<file path="src/rtl/fft_ctrl_pkg.sv">
// Shared definitions for the stage-1 alert generator and the downstream twiddle-select controller.
// half_sel encodings must stay identical on both ends.
package fft_ctrl_pkg;

  typedef enum logic [1:0] {
    IDLE   = 2'd0,
    HALF_A = 2'd1,
    HALF_B = 2'd2,
    FLUSH  = 2'd3
  } state_e;

  localparam logic SEL_1234 = 1'b0;
  localparam logic SEL_5678 = 1'b1;

  // Counter width for a limit n; a limit of 1 still needs a 1-bit register.
  function automatic int cnt_w(input int n);
    return (n > 1) ? $clog2(n) : 1;
  endfunction

endpackage

</file>
<file path="src/rtl/ctrl_fft_in_alert.sv">
// Beat acceptor that pulses alert_out once per half-block and inserts a flush gap after each frame.
// All outputs registered (1-cycle latency); din_ready drops only during the post-frame flush.
module ctrl_fft_in_alert
  import fft_ctrl_pkg::*;
#(
  parameter int  HALF_BEATS   = 4,
  parameter int  FRAME_HALVES = 8,
  parameter int  FLUSH_CYC    = 3,
  localparam int BW           = cnt_w(HALF_BEATS),
  localparam int HW           = cnt_w(FRAME_HALVES),
  localparam int FW           = cnt_w(FLUSH_CYC)
) (
  input  logic          clk,
  input  logic          rst,
  input  logic          din_valid,
  output logic          din_ready,
  output logic          alert_out,
  output logic          half_sel,
  output logic [BW-1:0] beat_idx,
  output logic          frame_last,
  output logic          busy
);

  localparam logic [BW-1:0] BEAT_LAST  = BW'(HALF_BEATS - 1);
  localparam logic [HW-1:0] HALF_LAST  = HW'(FRAME_HALVES - 1);
  localparam logic [FW-1:0] FLUSH_LAST = FW'(FLUSH_CYC - 1);

  state_e          state_q, state_d;
  logic [BW-1:0]   beat_cnt_q, beat_cnt_d;
  logic [HW-1:0]   half_cnt_q, half_cnt_d;
  logic [FW-1:0]   flush_cnt_q, flush_cnt_d;
  logic            din_ready_q, din_ready_d;
  logic            alert_q, alert_d;
  logic            half_sel_q, half_sel_d;
  logic [BW-1:0]   beat_idx_q, beat_idx_d;
  logic            frame_last_q, frame_last_d;
  logic            busy_q, busy_d;
  logic            accept;

  assign accept = din_valid & din_ready_q;

  always_comb begin
    state_d      = state_q;
    beat_cnt_d   = beat_cnt_q;
    half_cnt_d   = half_cnt_q;
    flush_cnt_d  = flush_cnt_q;
    half_sel_d   = half_sel_q;
    beat_idx_d   = beat_idx_q;
    alert_d      = 1'b0;
    frame_last_d = 1'b0;

    case (state_q)
      IDLE: begin
        if (accept) begin
          alert_d    = 1'b1;
          half_sel_d = SEL_1234;
          beat_idx_d = '0;
          beat_cnt_d = BW'(1);
          half_cnt_d = '0;
          state_d    = HALF_A;
        end
      end
      HALF_A, HALF_B: begin
        if (accept) begin
          beat_idx_d = beat_cnt_q;
          // beat_cnt of zero here means the previous half-block has closed.
          if (beat_cnt_q == '0) begin
            alert_d    = 1'b1;
            half_sel_d = ~half_sel_q;
            state_d    = (state_q == HALF_A) ? HALF_B : HALF_A;
          end
          if (beat_cnt_q == BEAT_LAST) begin
            beat_cnt_d = '0;
            if (half_cnt_q == HALF_LAST) begin
              half_cnt_d   = '0;
              frame_last_d = 1'b1;
              state_d      = FLUSH;
            end else begin
              half_cnt_d = half_cnt_q + HW'(1);
            end
          end else begin
            beat_cnt_d = beat_cnt_q + BW'(1);
          end
        end
      end
      FLUSH: begin
        if (flush_cnt_q == FLUSH_LAST) begin
          flush_cnt_d = '0;
          half_sel_d  = SEL_1234;
          state_d     = IDLE;
        end else begin
          flush_cnt_d = flush_cnt_q + FW'(1);
        end
      end
      default: state_d = IDLE;
    endcase

    // Derived from next state so ready/busy track the state register with no valid->ready path.
    din_ready_d = (state_d != FLUSH);
    busy_d      = (state_d != IDLE);
  end

  always_ff @(posedge clk) begin
    if (rst) begin
      state_q      <= IDLE;
      beat_cnt_q   <= '0;
      half_cnt_q   <= '0;
      flush_cnt_q  <= '0;
      din_ready_q  <= 1'b0;
      alert_q      <= 1'b0;
      half_sel_q   <= SEL_1234;
      beat_idx_q   <= '0;
      frame_last_q <= 1'b0;
      busy_q       <= 1'b0;
    end else begin
      state_q      <= state_d;
      beat_cnt_q   <= beat_cnt_d;
      half_cnt_q   <= half_cnt_d;
      flush_cnt_q  <= flush_cnt_d;
      din_ready_q  <= din_ready_d;
      alert_q      <= alert_d;
      half_sel_q   <= half_sel_d;
      beat_idx_q   <= beat_idx_d;
      frame_last_q <= frame_last_d;
      busy_q       <= busy_d;
    end
  end

  assign din_ready  = din_ready_q;
  assign alert_out  = alert_q;
  assign half_sel   = half_sel_q;
  assign beat_idx   = beat_idx_q;
  assign frame_last = frame_last_q;
  assign busy       = busy_q;

endmodule

</file>
<file path="config.mk">
export PLATFORM = sky130hd
export DESIGN_NAME = ctrl_fft_in_alert
export DESIGN_NICKNAME = d
export VERILOG_FILES = /design/src/rtl/fft_ctrl_pkg.sv /design/src/rtl/ctrl_fft_in_alert.sv
export SDC_FILE = /design/constraint.sdc
export NUM_CORES = 1
export LEC_CHECK = 0
export ABC_AREA = 1
export BUFFER_PORTS_ARGS = -buffer_cell sky130_fd_sc_hd__buf_2
export CAP_MARGIN = 20
export CELL_PAD_IN_SITES_DETAIL_PLACEMENT = 2
export CELL_PAD_IN_SITES_GLOBAL_PLACEMENT = 2
export CORE_MARGIN = 2
export CORE_UTILIZATION = 34
export CTS_CLUSTER_DIAMETER = 80
export DETAILED_ROUTE_END_ITERATION = 6
export GPL_TIMING_DRIVEN = 0
export PLACE_DENSITY_LB_ADDON = 0.1
export SLEW_MARGIN = 20
export SYNTH_ARGS = -nofsm -noshare
export SYNTH_HDL_FRONTEND = slang
export SYNTH_SLANG_ARGS = --single-unit
export TNS_END_PERCENT = 1
</file>
<file path="constraint.sdc">
create_clock -name clk -period 2.5 [get_ports clk]
set_input_delay 0.25 -clock clk [delete_from_list [all_inputs] [get_ports clk]]
set_output_delay 0.25 -clock clk [all_outputs]
set_load 0.02 [all_outputs]
</file>
* After elaboration in Yosys (flattened, before gate mapping) *
Index checks and enable logic that the tools add are counted.

storage, ports and cells
  output and inout port bits = 7
  logic and storage cells = 70
  input port bits = 3
  register bits after elaboration = 16

cells by class
  multiplexer cells = 31
  bitwise logic cells = 5
  equal/unequal tests = 12
  reduce and logical (&&, ||, !) cells = 9
  add/sub/neg operators = 3

operators with widths
  operator             count
  $mux 2               13
  $mux 3               4
  $ne 2x2->1 const B   6
  $eq 2x2->1 const B   4
  $mux 1               8
  $pmux 2 s2           2
  $reduce_and 4->1     2
  $pmux 2 s3           1
  $pmux 3 s2           1
  $add 2x1->2 const B  2
  $logic_not 2->1      2
  $not 1->1            4
  $reduce_bool 2->1    2
  $reduce_or 4->1      1
  $add 3x1->3 const B  1
  $eq 3x3->1 const B   1
  $pmux 1 s3           1
  $reduce_and 3->1     1
  $eq 2x1->1 const B   1
  $pmux 1 s2           1
  $reduce_or 2->1      1
  $and 1x1->1          1

* Longest topological paths before layout *
  depth after elaboration = 8
  mapped depth = 10
  gate-level depth less buffers = 10

* Worst setup path before layout *
OpenSTA, ideal clock, no wires.

  path type = reg-to-reg
  start point = register state_q[0]
  end point = register busy_q (netlist: busy)
  setup slack = 1.043 ns
  buffers on the path = 1
  arrival time = 1.343 ns
  required time = 2.386 ns
  setup time = 0.114 ns
  cell stages (with the launch flop) = 10
  clock period less this slack = 1.457 ns
  path through = dfxtp_1 -> inv_1 -> ha_1 -> buf_4 -> nand3_2 -> nor2_1 -> nor2_1 -> nand3_2 -> nand2_1 -> nand2_1

on the way
  longest elaborated chain between the ends = 8
  elaborated cells between the ends (all ways) = 14
  those cells by class = eq/ne (3); mux (8); reduce/logical (3)

RTL lines
  what                      line                                              source
  start: declaration        ctrl_fft_in_alert.sv:28                           state_e state_q, state_d;
  start signal: assignment  ctrl_fft_in_alert.sv:116                          state_q <= state_d;
  $eq 2x1->1                ctrl_fft_in_alert.sv:52, ctrl_fft_in_alert.sv:70
  $mux 2                    ctrl_fft_in_alert.sv:70                           state_d = (state_q == HALF_A) ? HALF_B : HALF_A;
  $mux 2                    ctrl_fft_in_alert.sv:67                           if (beat_cnt_q == '0) begin
  $mux 2                    ctrl_fft_in_alert.sv:74                           if (half_cnt_q == HALF_LAST) begin
  $mux 2                    ctrl_fft_in_alert.sv:72                           if (beat_cnt_q == BEAT_LAST) begin
  $mux 2                    ctrl_fft_in_alert.sv:64                           if (accept) begin
  $pmux 2 s3 (*)            ctrl_fft_in_alert.sv:52                           case (state_q)
  $reduce_bool 2->1 (*)     ctrl_fft_in_alert.sv:100                          busy_d = (state_d != IDLE);
  end signal: assignment    ctrl_fft_in_alert.sv:125                          busy_q <= busy_d;
  end: declaration          ctrl_fft_in_alert.sv:37                           logic busy_q, busy_d;

Mark *: on every way between the ends. The rest lies on a longest branch, timed or not.
A chain may end at the register's enable or synchronous reset.

* Worst setup path in the final report *
Same ends and word-level chain as after synthesis.

==> results.ini <==
[outcome]
status = finished clean

[yosys]
share_of_the_synthesized_area_in_the_top_cell_type_pct = 37.4
synth-seq-cells = 16
synth-warning-count = 0
post_synth.cell_area_avg_sq_um = 7.58
yosys-top-cells-area = sky130_fd_sc_hd__dfxtp_1 37%, sky130_fd_sc_hd__ha_1 13%, sky130_fd_sc_hd__nand2_1 9.2%
post-synth-top-area-cell = sky130_fd_sc_hd__dfxtp_1
synthCells = 113
seq_area_frac_synth_pct = 37.4
synth.cell_area_sq_um = 857
synth_fp_nets = 125
netlist-cell-type-count = 20

[final_layout]
layout.nets = 139
layout-drive-gt1-share_pct = 21.4
layout.cells.most_common_list = 21 x sky130_fd_sc_hd__nand2_1, 16 x sky130_fd_sc_hd__inv_1, 16 x sky130_fd_sc_hd__dfxtp_1
fin_cells = 156
synth_to_layout_area_growth_pct = 13.9
layout.cells.most_common = sky130_fd_sc_hd__nand2_1
layout.filler_cells = 292
diodes = 0
area_taken_by_multi_input_logic_gates_sq_um = 454
area.sequential_sq_um = 320

[clock_tree]
clock-sinks = 16
clock_path_buffers = 2
tritoncts = done
cts-resized-gates = 0
insertion_delay_ns = 0.29
tritoncts_buffer_count = 3
post-cts-setup-buffers = 0
cts.htree.levels = 1
hold_buffers = 0
cts-root-buf = sky130_fd_sc_hd__clkbuf_4
clkSlewWorstSetupHoldPaths_ns = 0.10

[worst_setup_path]
critPathCaptureType = flop
regToRegEndpoint = busy
worstPathRequired_ns = 2.70
timing.reg2reg.worst_path_depth = 9
worst_ep_arrival_time_ns = 1.85
worstPathMaxFanout = 10
critical_path_class = reg2reg
crit-reg2reg-launch = state_q[0]
kind_of_start_point_of_the_critical_path = flop
timing.reg2reg.setup_slack_ns = 0.85

[pwr]
p_leak_nw = 0.464
total_switching_power_uw = 169
net_switching_share_of_the_total_power_pct = 30.3
power-per-cell-area_nw_per_um2 = 570
power.sequential.fraction_pct = 49.7
comb_power_share_pct = 17.9
worst_ir_drop_vdd_v = 0.000284
p_int_uw = 388
power_frac_clock_pct = 32.4

[sta]
finalHoldViolCount = 0
period_needed_ns = 1.65
finalHoldWorstSlack_ns = 0.273
setup_violations = 0
rsz0062_at_grt = no
tightest_slew_ns = 0.562
finalMaxSlewViolations = 0
timing.clock.skew_ns = 0.00412
fin_crit_sh_pct = 65.9
fin_setup_tns_ns = 0
max-slew-margin-rel_pct = 62.5
max_freq_ghz = 0.607

[floorplanning]
dieWidth_um = 54.2
core_area_sq_um = 2430
initial_utilization_pct = 35.2
std_cell_rows = 18
fp.dieH_um = 54.2
floorplan.io_pins = 10
floorplan.die_area_sq_um = 2940

[global_routing]
grt_pass1_wl_um = 3410
grt_start_max_net_pins = 11
grt_overflow_total = 0
track_usage_pct = 16.5
antenna_found_initial = 0
number_of_global_route_vias_before_repair = 737

[placed_design]
port-buffer-count = 9
gpl_wtd_cong = 0.745
placed_cells = 152
dpl.hpwl_um = 1540

[detailed_routing]
drtIter0Drc = 7
route.antenna.remaining_nets = 0
drt_drc_violations_left = 0
route.detailed.vias_per_inst = 4.72
drt-wirelength-per-cell_um = 13.1
postRouteWirelength_um = 2040
routed-via-count = 736
detailedRoute.firstPassIterationCount = 4

[flow_run]
maxCapViolations = 0

[worst_hold_path]
hold_critical_path_endpoint = frame_last
min_path_cells = 3
hold_start = din_valid
hold_path.class = in2reg

## kinds of logic after synthesis
| group | after synthesis | share of synthesized area, % |
|---|---|---|
| simple gates | 48 | 27.6 |
| compound gates | 19 | 12.3 |
| flops | 16 | 37.4 |
| fa+ha+maj | 9 | 13.1 |
| buf+inv | 21 | 9.64 |
## worst max-delay path by stage
stage | slack (ns) | end | cells after the start | start
2_1_floorplan | 1.04 | busy | 9 | state_q[0]
3_3_place_gp | 0.85 | busy | 9 | state_q[0]
3_5_place_dp | 0.85 | busy | 9 | state_q[0]
4_1_cts | 0.84 | busy | 9 | state_q[0]
5_1_grt | 0.69 | half_cnt_q[0] | 9 | state_q[0]
6_report | 0.85 | busy | 9 | state_q[0]
## critical path, cell delays in order (launching register included)
cell                      delay, ns
sky130_fd_sc_hd__dfxtp_1       0.47
sky130_fd_sc_hd__inv_1         0.10
sky130_fd_sc_hd__ha_1          0.32
sky130_fd_sc_hd__buf_4         0.18
sky130_fd_sc_hd__nand3_2       0.09
sky130_fd_sc_hd__nor2_1        0.05
sky130_fd_sc_hd__nor2_1        0.11
sky130_fd_sc_hd__nand3_2       0.11
sky130_fd_sc_hd__nand2_1       0.09
sky130_fd_sc_hd__nand2_1       0.05
## routing by layer
layer / vias up / wire (um) / global-route usage (%)
met4: 0 / 38 / 8.75
met1: 342 / 1010 / 22.0
met2: 10 / 937 / 25.5
met3: 4 / 55 / 2.50
met5: - / 0 / 0
li1: 380 / - / -
## flip-flops by register name, summed over array words and instances, names as in the netlist, 2 cells and up
signal,cells
beat_cnt_q,2
beat_idx,2
flush_cnt_q,2
half_cnt_q,3
state_q,2
## layout make-up
cell class	instances	area share, %
Tap cell	30	3.85
Multi-Input combinational cell	76	46.5
Clock buffer	4	3.72
Inverter	19	7.31
Sequential cell	16	32.8
Buffer	2	1.15
Timing Repair Buffer	9	4.62
## stage by stage
step	util (%)	instance area, sq um	setup slack, ns	power, mW
finish	40.1	976	0.854	0.556
global route	40.1	976	0.686	0.592
CTS	40.1	976	0.840	0.572
detailed placement	38.6	940	0.850	0.383
global placement	38.6	940	0.849	0.379
floorplan	-	857	1.04	0.353
## power groups by stage
stage / Sequential, mW / Combinational [mW] / Clock, mW
floorplan: 0.287 / 0.0658 / 0
global placement: 0.282 / 0.0974 / 0
detailed placement: 0.282 / 0.100 / 0
CTS: 0.277 / 0.102 / 0.194
global route: 0.279 / 0.113 / 0.200
finish: 0.276 / 0.0994 / 0.180
## cell usage after synthesis
master                     instances
sky130_fd_sc_hd__nand2_1          21
sky130_fd_sc_hd__inv_2             2
sky130_fd_sc_hd__nand2_4           2
sky130_fd_sc_hd__buf_4             1
sky130_fd_sc_hd__nor3_1            2
sky130_fd_sc_hd__nor4_1            1
sky130_fd_sc_hd__nand3_1           6
sky130_fd_sc_hd__dfxtp_1          16
sky130_fd_sc_hd__a21oi_2           2
sky130_fd_sc_hd__o21ai_1           3
sky130_fd_sc_hd__ha_1              9
sky130_fd_sc_hd__nand2_2           4
sky130_fd_sc_hd__clkinv_1          1
sky130_fd_sc_hd__o21ai_0           3
sky130_fd_sc_hd__nor2_1            9
sky130_fd_sc_hd__a21oi_1          10
sky130_fd_sc_hd__inv_1            16
sky130_fd_sc_hd__a211oi_1          1
sky130_fd_sc_hd__nand3_2           3
sky130_fd_sc_hd__clkbuf_1          1
Note: power is estimated with default switching activity, not from simulation.
